### src/rtl/sync_fifo_reader_if.sv
// rtl/sync_fifo_reader_if.sv - FIFO read port plus valid/ready output stream of sync_fifo_reader
interface sync_fifo_reader_if #(
   parameter int FIFO_WIDTH = 16
);
   logic                  fifo_rd;
   logic [FIFO_WIDTH-1:0] fifo_do;
   logic                  fifo_empty;
   logic                  m_valid;
   logic                  m_ready;
   logic [FIFO_WIDTH-1:0] m_data;

   modport master (
      output fifo_rd,
      input  fifo_do,
      input  fifo_empty,
      output m_valid,
      input  m_ready,
      output m_data
   );

   modport slave (
      input  fifo_rd,
      output fifo_do,
      output fifo_empty,
      input  m_valid,
      output m_ready,
      input  m_data
   );
endinterface

### src/rtl/sync_fifo_reader.sv
// rtl/sync_fifo_reader.sv - pops a show-ahead FIFO into a 2-entry skid buffer feeding a valid/ready stream
module sync_fifo_reader #(
   parameter int FIFO_WIDTH = 16,
   parameter int CNT_W      = 16
) (
   input  logic                   clk,
   input  logic                   rstn,
   input  logic                   en,
   input  logic                   flush,
   sync_fifo_reader_if.master     bus,
   output logic                   busy,
   output logic [CNT_W-1:0]       xfer_cnt,
   output logic [CNT_W-1:0]       drop_cnt
);

   typedef enum logic {ST_STREAM, ST_FLUSH} state_t;

   state_t                state, state_nxt;
   logic [1:0]            occ, occ_nxt;
   logic [FIFO_WIDTH-1:0] e0, e1, e0_nxt, e1_nxt;
   logic                  run;
   logic                  pop, deq;
   logic [1:0]            drop_inc;

   always_comb begin
      state_nxt = state;
      occ_nxt   = occ;
      e0_nxt    = e0;
      e1_nxt    = e1;
      drop_inc  = 2'd0;
      // pop never depends on m_ready, so no combinational ready-to-read path exists
      if (state == ST_FLUSH) begin
         pop = run & ~bus.fifo_empty;
      end else begin
         pop = run & en & ~bus.fifo_empty & (occ != 2'd2);
      end
      deq = (occ != 2'd0) & bus.m_ready;

      if (flush) begin
         state_nxt = ST_FLUSH;
         occ_nxt   = 2'd0;
         drop_inc  = occ + {1'b0, pop} - {1'b0, deq};
      end else if (state == ST_FLUSH) begin
         drop_inc = {1'b0, pop};
         if (bus.fifo_empty) begin
            state_nxt = ST_STREAM;
         end
      end else begin
         case ({pop, deq})
            2'b10: begin
               if (occ == 2'd0) begin
                  e0_nxt = bus.fifo_do;
               end else begin
                  e1_nxt = bus.fifo_do;
               end
               occ_nxt = occ + 2'd1;
            end
            2'b01: begin
               e0_nxt  = e1;
               occ_nxt = occ - 2'd1;
            end
            2'b11: begin
               if (occ == 2'd2) begin
                  e0_nxt = e1;
                  e1_nxt = bus.fifo_do;
               end else begin
                  e0_nxt = bus.fifo_do;
               end
            end
            default: ;
         endcase
      end
   end

   // run holds off popping until the first clock edge after reset release
   always_ff @(posedge clk or negedge rstn) begin
      if (!rstn) begin
         state    <= ST_STREAM;
         occ      <= 2'd0;
         e0       <= '0;
         e1       <= '0;
         run      <= 1'b0;
         xfer_cnt <= '0;
         drop_cnt <= '0;
      end else begin
         state    <= state_nxt;
         occ      <= occ_nxt;
         e0       <= e0_nxt;
         e1       <= e1_nxt;
         run      <= 1'b1;
         xfer_cnt <= xfer_cnt + CNT_W'(deq);
         drop_cnt <= drop_cnt + CNT_W'(drop_inc);
      end
   end

   assign bus.fifo_rd = pop;
   assign bus.m_valid = (occ != 2'd0);
   assign bus.m_data  = e0;
   assign busy        = (state == ST_FLUSH);

endmodule

### src/flat_wrapper.sv
// flat-port wrapper written by rule: the top's interface ports become plain ports
module sync_fifo_reader_flat 
#(
   parameter int FIFO_WIDTH = 16,
   parameter int CNT_W      = 16
)
  (clk, rstn, en, flush, busy, xfer_cnt, drop_cnt, bus_fifo_rd, bus_fifo_do, bus_fifo_empty, bus_m_valid, bus_m_ready, bus_m_data);
  sync_fifo_reader_if #(.FIFO_WIDTH(FIFO_WIDTH)) bus_i ();
  input  logic clk;
  input  logic rstn;
  input  logic en;
  input  logic flush;
  output logic busy;
  output logic [CNT_W-1:0] xfer_cnt;
  output logic [CNT_W-1:0] drop_cnt;
  output wire logic [$bits(bus_i.fifo_rd)-1:0] bus_fifo_rd;
  input wire logic [$bits(bus_i.fifo_do)-1:0] bus_fifo_do;
  input wire logic [$bits(bus_i.fifo_empty)-1:0] bus_fifo_empty;
  output wire logic [$bits(bus_i.m_valid)-1:0] bus_m_valid;
  input wire logic [$bits(bus_i.m_ready)-1:0] bus_m_ready;
  output wire logic [$bits(bus_i.m_data)-1:0] bus_m_data;
  assign bus_fifo_rd = bus_i.fifo_rd;
  assign bus_i.fifo_do = bus_fifo_do;
  assign bus_i.fifo_empty = bus_fifo_empty;
  assign bus_m_valid = bus_i.m_valid;
  assign bus_i.m_ready = bus_m_ready;
  assign bus_m_data = bus_i.m_data;
  sync_fifo_reader #(.FIFO_WIDTH(FIFO_WIDTH), .CNT_W(CNT_W)) u_core (.clk(clk), .rstn(rstn), .en(en), .flush(flush), .bus(bus_i), .busy(busy), .xfer_cnt(xfer_cnt), .drop_cnt(drop_cnt));
endmodule
### config.mk
export PLATFORM = sky130hd
export DESIGN_NAME = sync_fifo_reader_flat
export DESIGN_NICKNAME = d
export VERILOG_FILES = /design/src/rtl/sync_fifo_reader_if.sv /design/src/rtl/sync_fifo_reader.sv /design/src/flat_wrapper.sv
export SDC_FILE = /design/constraint.sdc
export NUM_CORES = 1
export LEC_CHECK = 0
export CORE_ASPECT_RATIO = 0.75
export CORE_MARGIN = 1
export CORE_UTILIZATION = 45
export CTS_BUF_LIST = sky130_fd_sc_hd__clkbuf_4
export DETAILED_ROUTE_END_ITERATION = 10
export HOLD_SLACK_MARGIN = 0.05
export PLACE_DENSITY = 0.84
export SLEW_MARGIN = 20
export SYNTH_ARGS = -nofsm -noshare
export SYNTH_HDL_FRONTEND = slang
export SYNTH_SLANG_ARGS = --single-unit
### constraint.sdc
create_clock -name clk -period 8 [get_ports clk]
set_input_delay 0.8 -clock clk [delete_from_list [all_inputs] [get_ports clk]]
set_output_delay 0.8 -clock clk [all_outputs]
set_load 0.05 [all_outputs]
==> impl_metrics.py <==
metrics = {
    "clock_tree": {
        "cts.repair.resized": 0,
        "cts_made_buffers": 9,
        "clock_sinks": 68,
        "clk_pin_slew_ns": 0.12,
        "htree_levels": 3,
        "cts_tree": "yes",
        "ctsRootBufferMaster": "clkbuf_4",
        "clock_latency_ns": 0.42,
        "post_cts_buffers": 0,
        "hold_buffers": 0,
        "cts_buffer_depth": 2,
    },
    "setup_path": {
        "cp-start-kind": "input port",
        "rr_worst_depth": 13,
        "arrival_ns": 3.71,
        "crit_path_end_kind": "flop",
        "critPathMaxFanout": 5,
        "critPathKind": "input port to flop",
        "required_ns": 8.34,
    },
    "detailed_routing": {
        "drt_iter0_drc": 68,
        "final_antenna_net_count": 0,
        "routed_wl_um": 6200,
        "vias": 2083,
        "viasPerCell": 5.13,
        "dr.pass1.iters": 8,
        "wl_per_cell_um": 15.3,
        "drc": 5,
    },
    "logic_synthesis": {
        "synth-seq-area-share": 0.547,
        "synthTopCellsByArea": "dfrtp_1, mux2_2, xnor2_1",
        "synth_area_um2": 3110,
        "ys_types": 38,
        "ys_warn_count": 0,
        "synth_edf_count": 0,
        "synth_seq_cells": 68,
        "synth.top_cell.area_share": 0.547,
        "synthArstFlopShare": 1.00,
        "synth_fp_nets": 273,
        "synth_top_cell_by_area": "dfrtp_1",
        "synthCells": 242,
        "syn_area_per_cell_um2": 12.9,
        "yosys_most_used_dff": "dfrtp_1",
    },
    "floorplan": {
        "ios": 73,
        "die_area_um2": 7250,
        "die_w_um": 98,
        "fp.dieH_um": 74,
        "placementRows": 25,
        "initial_utilization": 0.480,
        "coreArea_um2": 6470,
    },
    "grt": {
        "grt_max_degree": 69,
        "use_met2": 0.299,
        "grt.busiest_layer": "met2",
        "grt_pass1_vias": 2068,
        "use_met1": 0.234,
        "antenna_found_initial": 0,
        "use_met3": 0.0855,
        "grt_first_pass_wirelength_um": 10100,
        "grt_overflow_total": 0,
        "gr-usage-all-layers": 0.187,
    },
    "sta": {
        "worst_pin_slew_ns": 0.991,
        "finalSetupViolCount": 0,
        "skew_ns": 0.0138,
        "rsz0062_at_grt": "false",
        "slew_headroom": 0.337,
        "finalHoldViolCount": 0,
        "fin_crit_ns": 3.37,
        "maxSlewViolCount": 0,
        "timing.fmax_mhz": 297,
        "setup_tns_ns": 0,
        "holdWs_ns": 0.479,
        "period_share": 0.421,
    },
    "placement": {
        "io_buffers": 72,
        "dp_hpwl_um": 4320,
        "dp_cells": 390,
        "place_congestion": 0.769,
    },
    "final_layout": {
        "fillerInstances": 515,
        "drive_gt1_frac": 0.172,
        "final_cell_mix": "clkdlybuf4s50_1, dfrtp_1, xnor2_1",
        "layout_commonest_cell": "clkdlybuf4s50_1",
        "antenna_cells": 0,
        "nets": 351,
        "syn_to_final_growth_pct": 29.6,
        "instances_no_fill": 406,
    },
    "power": {
        "ir_drop_uv": 283,
        "netSwitchingPower_uw": 413,
        "leakage_nw": 1.84,
        "pwr-share-clk": 0.206,
        "sw_frac_of_total": 0.392,
        "cell_internal_pwr_uw": 642,
        "pwr-share-seq": 0.424,
        "power.density_nw_per_um2": 262,
        "p_comb_frac": 0.370,
    },
    "run_status": {
        "violations": "design-rule violations",
        "status": "finished, violations left",
    },
    "hold_path": {
        "worstHoldPathCells": 1,
        "hold_class": "flop to flop",
    },
    "run": {
        "cap_violations": 0,
    },
}
==> registers in the layout (all words and copies together) (netlist names) <==
name and count:
u_core.bus.m_data 16, u_core.busy 1, u_core.drop_cnt 16, u_core.e1 16
u_core.occ 2, u_core.run 1, u_core.xfer_cnt 16
==> layer usage <==
layer	vias to the layer above	routed length, µm
met1	1010	2760
met2	64	2930
met5	-	0
li1	1003	-
met3	6	481
met4	0	36
==> final cells by class <==
cell class	count	area, µm²	area share
Tap cell	81	101	0.0251
Sequential cell	68	1700	0.422
Timing Repair Buffer	73	723	0.179
Clock inverter	7	66.3	0.0164
Clock buffer	9	67.6	0.0168
Multi-Input combinational cell	156	1330	0.329
Inverter	12	47.5	0.0118
==> logic make-up (layout without fill, tap and decap cells) <==
| group | count (synthesis) | in the layout | share of synthesized area |
|---|---|---|---|
| DFF | 68 | 68 | 0.547 |
| AOI/OAI and AO/OA | 27 | 27 | 0.0716 |
| other | 1 | 1 | 0.00121 |
| adders and majority gates | 9 | 9 | 0.0386 |
| muxes | 32 | 32 | 0.128 |
| buffers and inverters | 18 | 101 | 0.0270 |
| and+or+nand+nor | 56 | 56 | 0.0994 |
| xor gates and xnor gates | 31 | 31 | 0.0873 |
==> cell usage after synthesis, types with 6 or more instances <==
cell type / count
dfrtp_1: 68
xnor2_1: 24
nand4_1: 6
nand2_1: 14
xor2_1: 7
mux2_2: 22
a22o_1: 16
mux2_4: 10
nand3_1: 8
nor2_1: 9
ha_1: 8
inv_1: 10
==> critical path: stages <==
cell and delay (ns):
clkdlybuf4s50_1 0.47, and2b_1 0.22, o21a_1 0.15, ha_1 0.28, inv_1 0.04, ha_1 0.17, xnor2_1 0.19, xnor2_1 0.14
nand2_1 0.10, fa_1 0.46, nor2_1 0.29, and3_1 0.23, xor2_1 0.15
==> path summary, 6_finish.rpt <==
check / start / endpoint / slack [ns]
worst max-delay path: bus_fifo_empty / u_core.drop_cnt[8] / 4.63
worst max register to register: u_core.occ[0] / u_core.drop_cnt[8] / 5.00
worst min register to register: u_core.xfer_cnt[15] / u_core.xfer_cnt[15] / 0.48
worst min-delay path: u_core.xfer_cnt[15] / u_core.xfer_cnt[15] / 0.48
max in group asynchronous: rstn / u_core.run / 6.90
min in group asynchronous: rstn / u_core.xfer_cnt[6] / 0.55
==> through the flow <==
stage / power (mW) / util / setup slack [ns] / instance area, µm²
after floorplan: 0.702 / - / 4.49 / 3110
after global placement: 0.835 / 0.602 / 4.30 / 3900
after detailed placement: 0.846 / 0.602 / 4.15 / 3900
after CTS: 1.07 / 0.623 / 4.62 / 4030
after global routing: 1.11 / 0.623 / 4.50 / 4030
final: 1.06 / 0.623 / 4.63 / 4030
==> power by group through the flow <==
stage / Clock, mW / Combinational [mW] / Sequential [mW]
after floorplan: 0 / 0.0810 / 0.620
after global routing: 0.243 / 0.408 / 0.456
after CTS: 0.227 / 0.394 / 0.447
after global placement: 0 / 0.384 / 0.451
after detailed placement: 0 / 0.393 / 0.453
final: 0.218 / 0.390 / 0.447
Power figures use the tool's default switching activity.
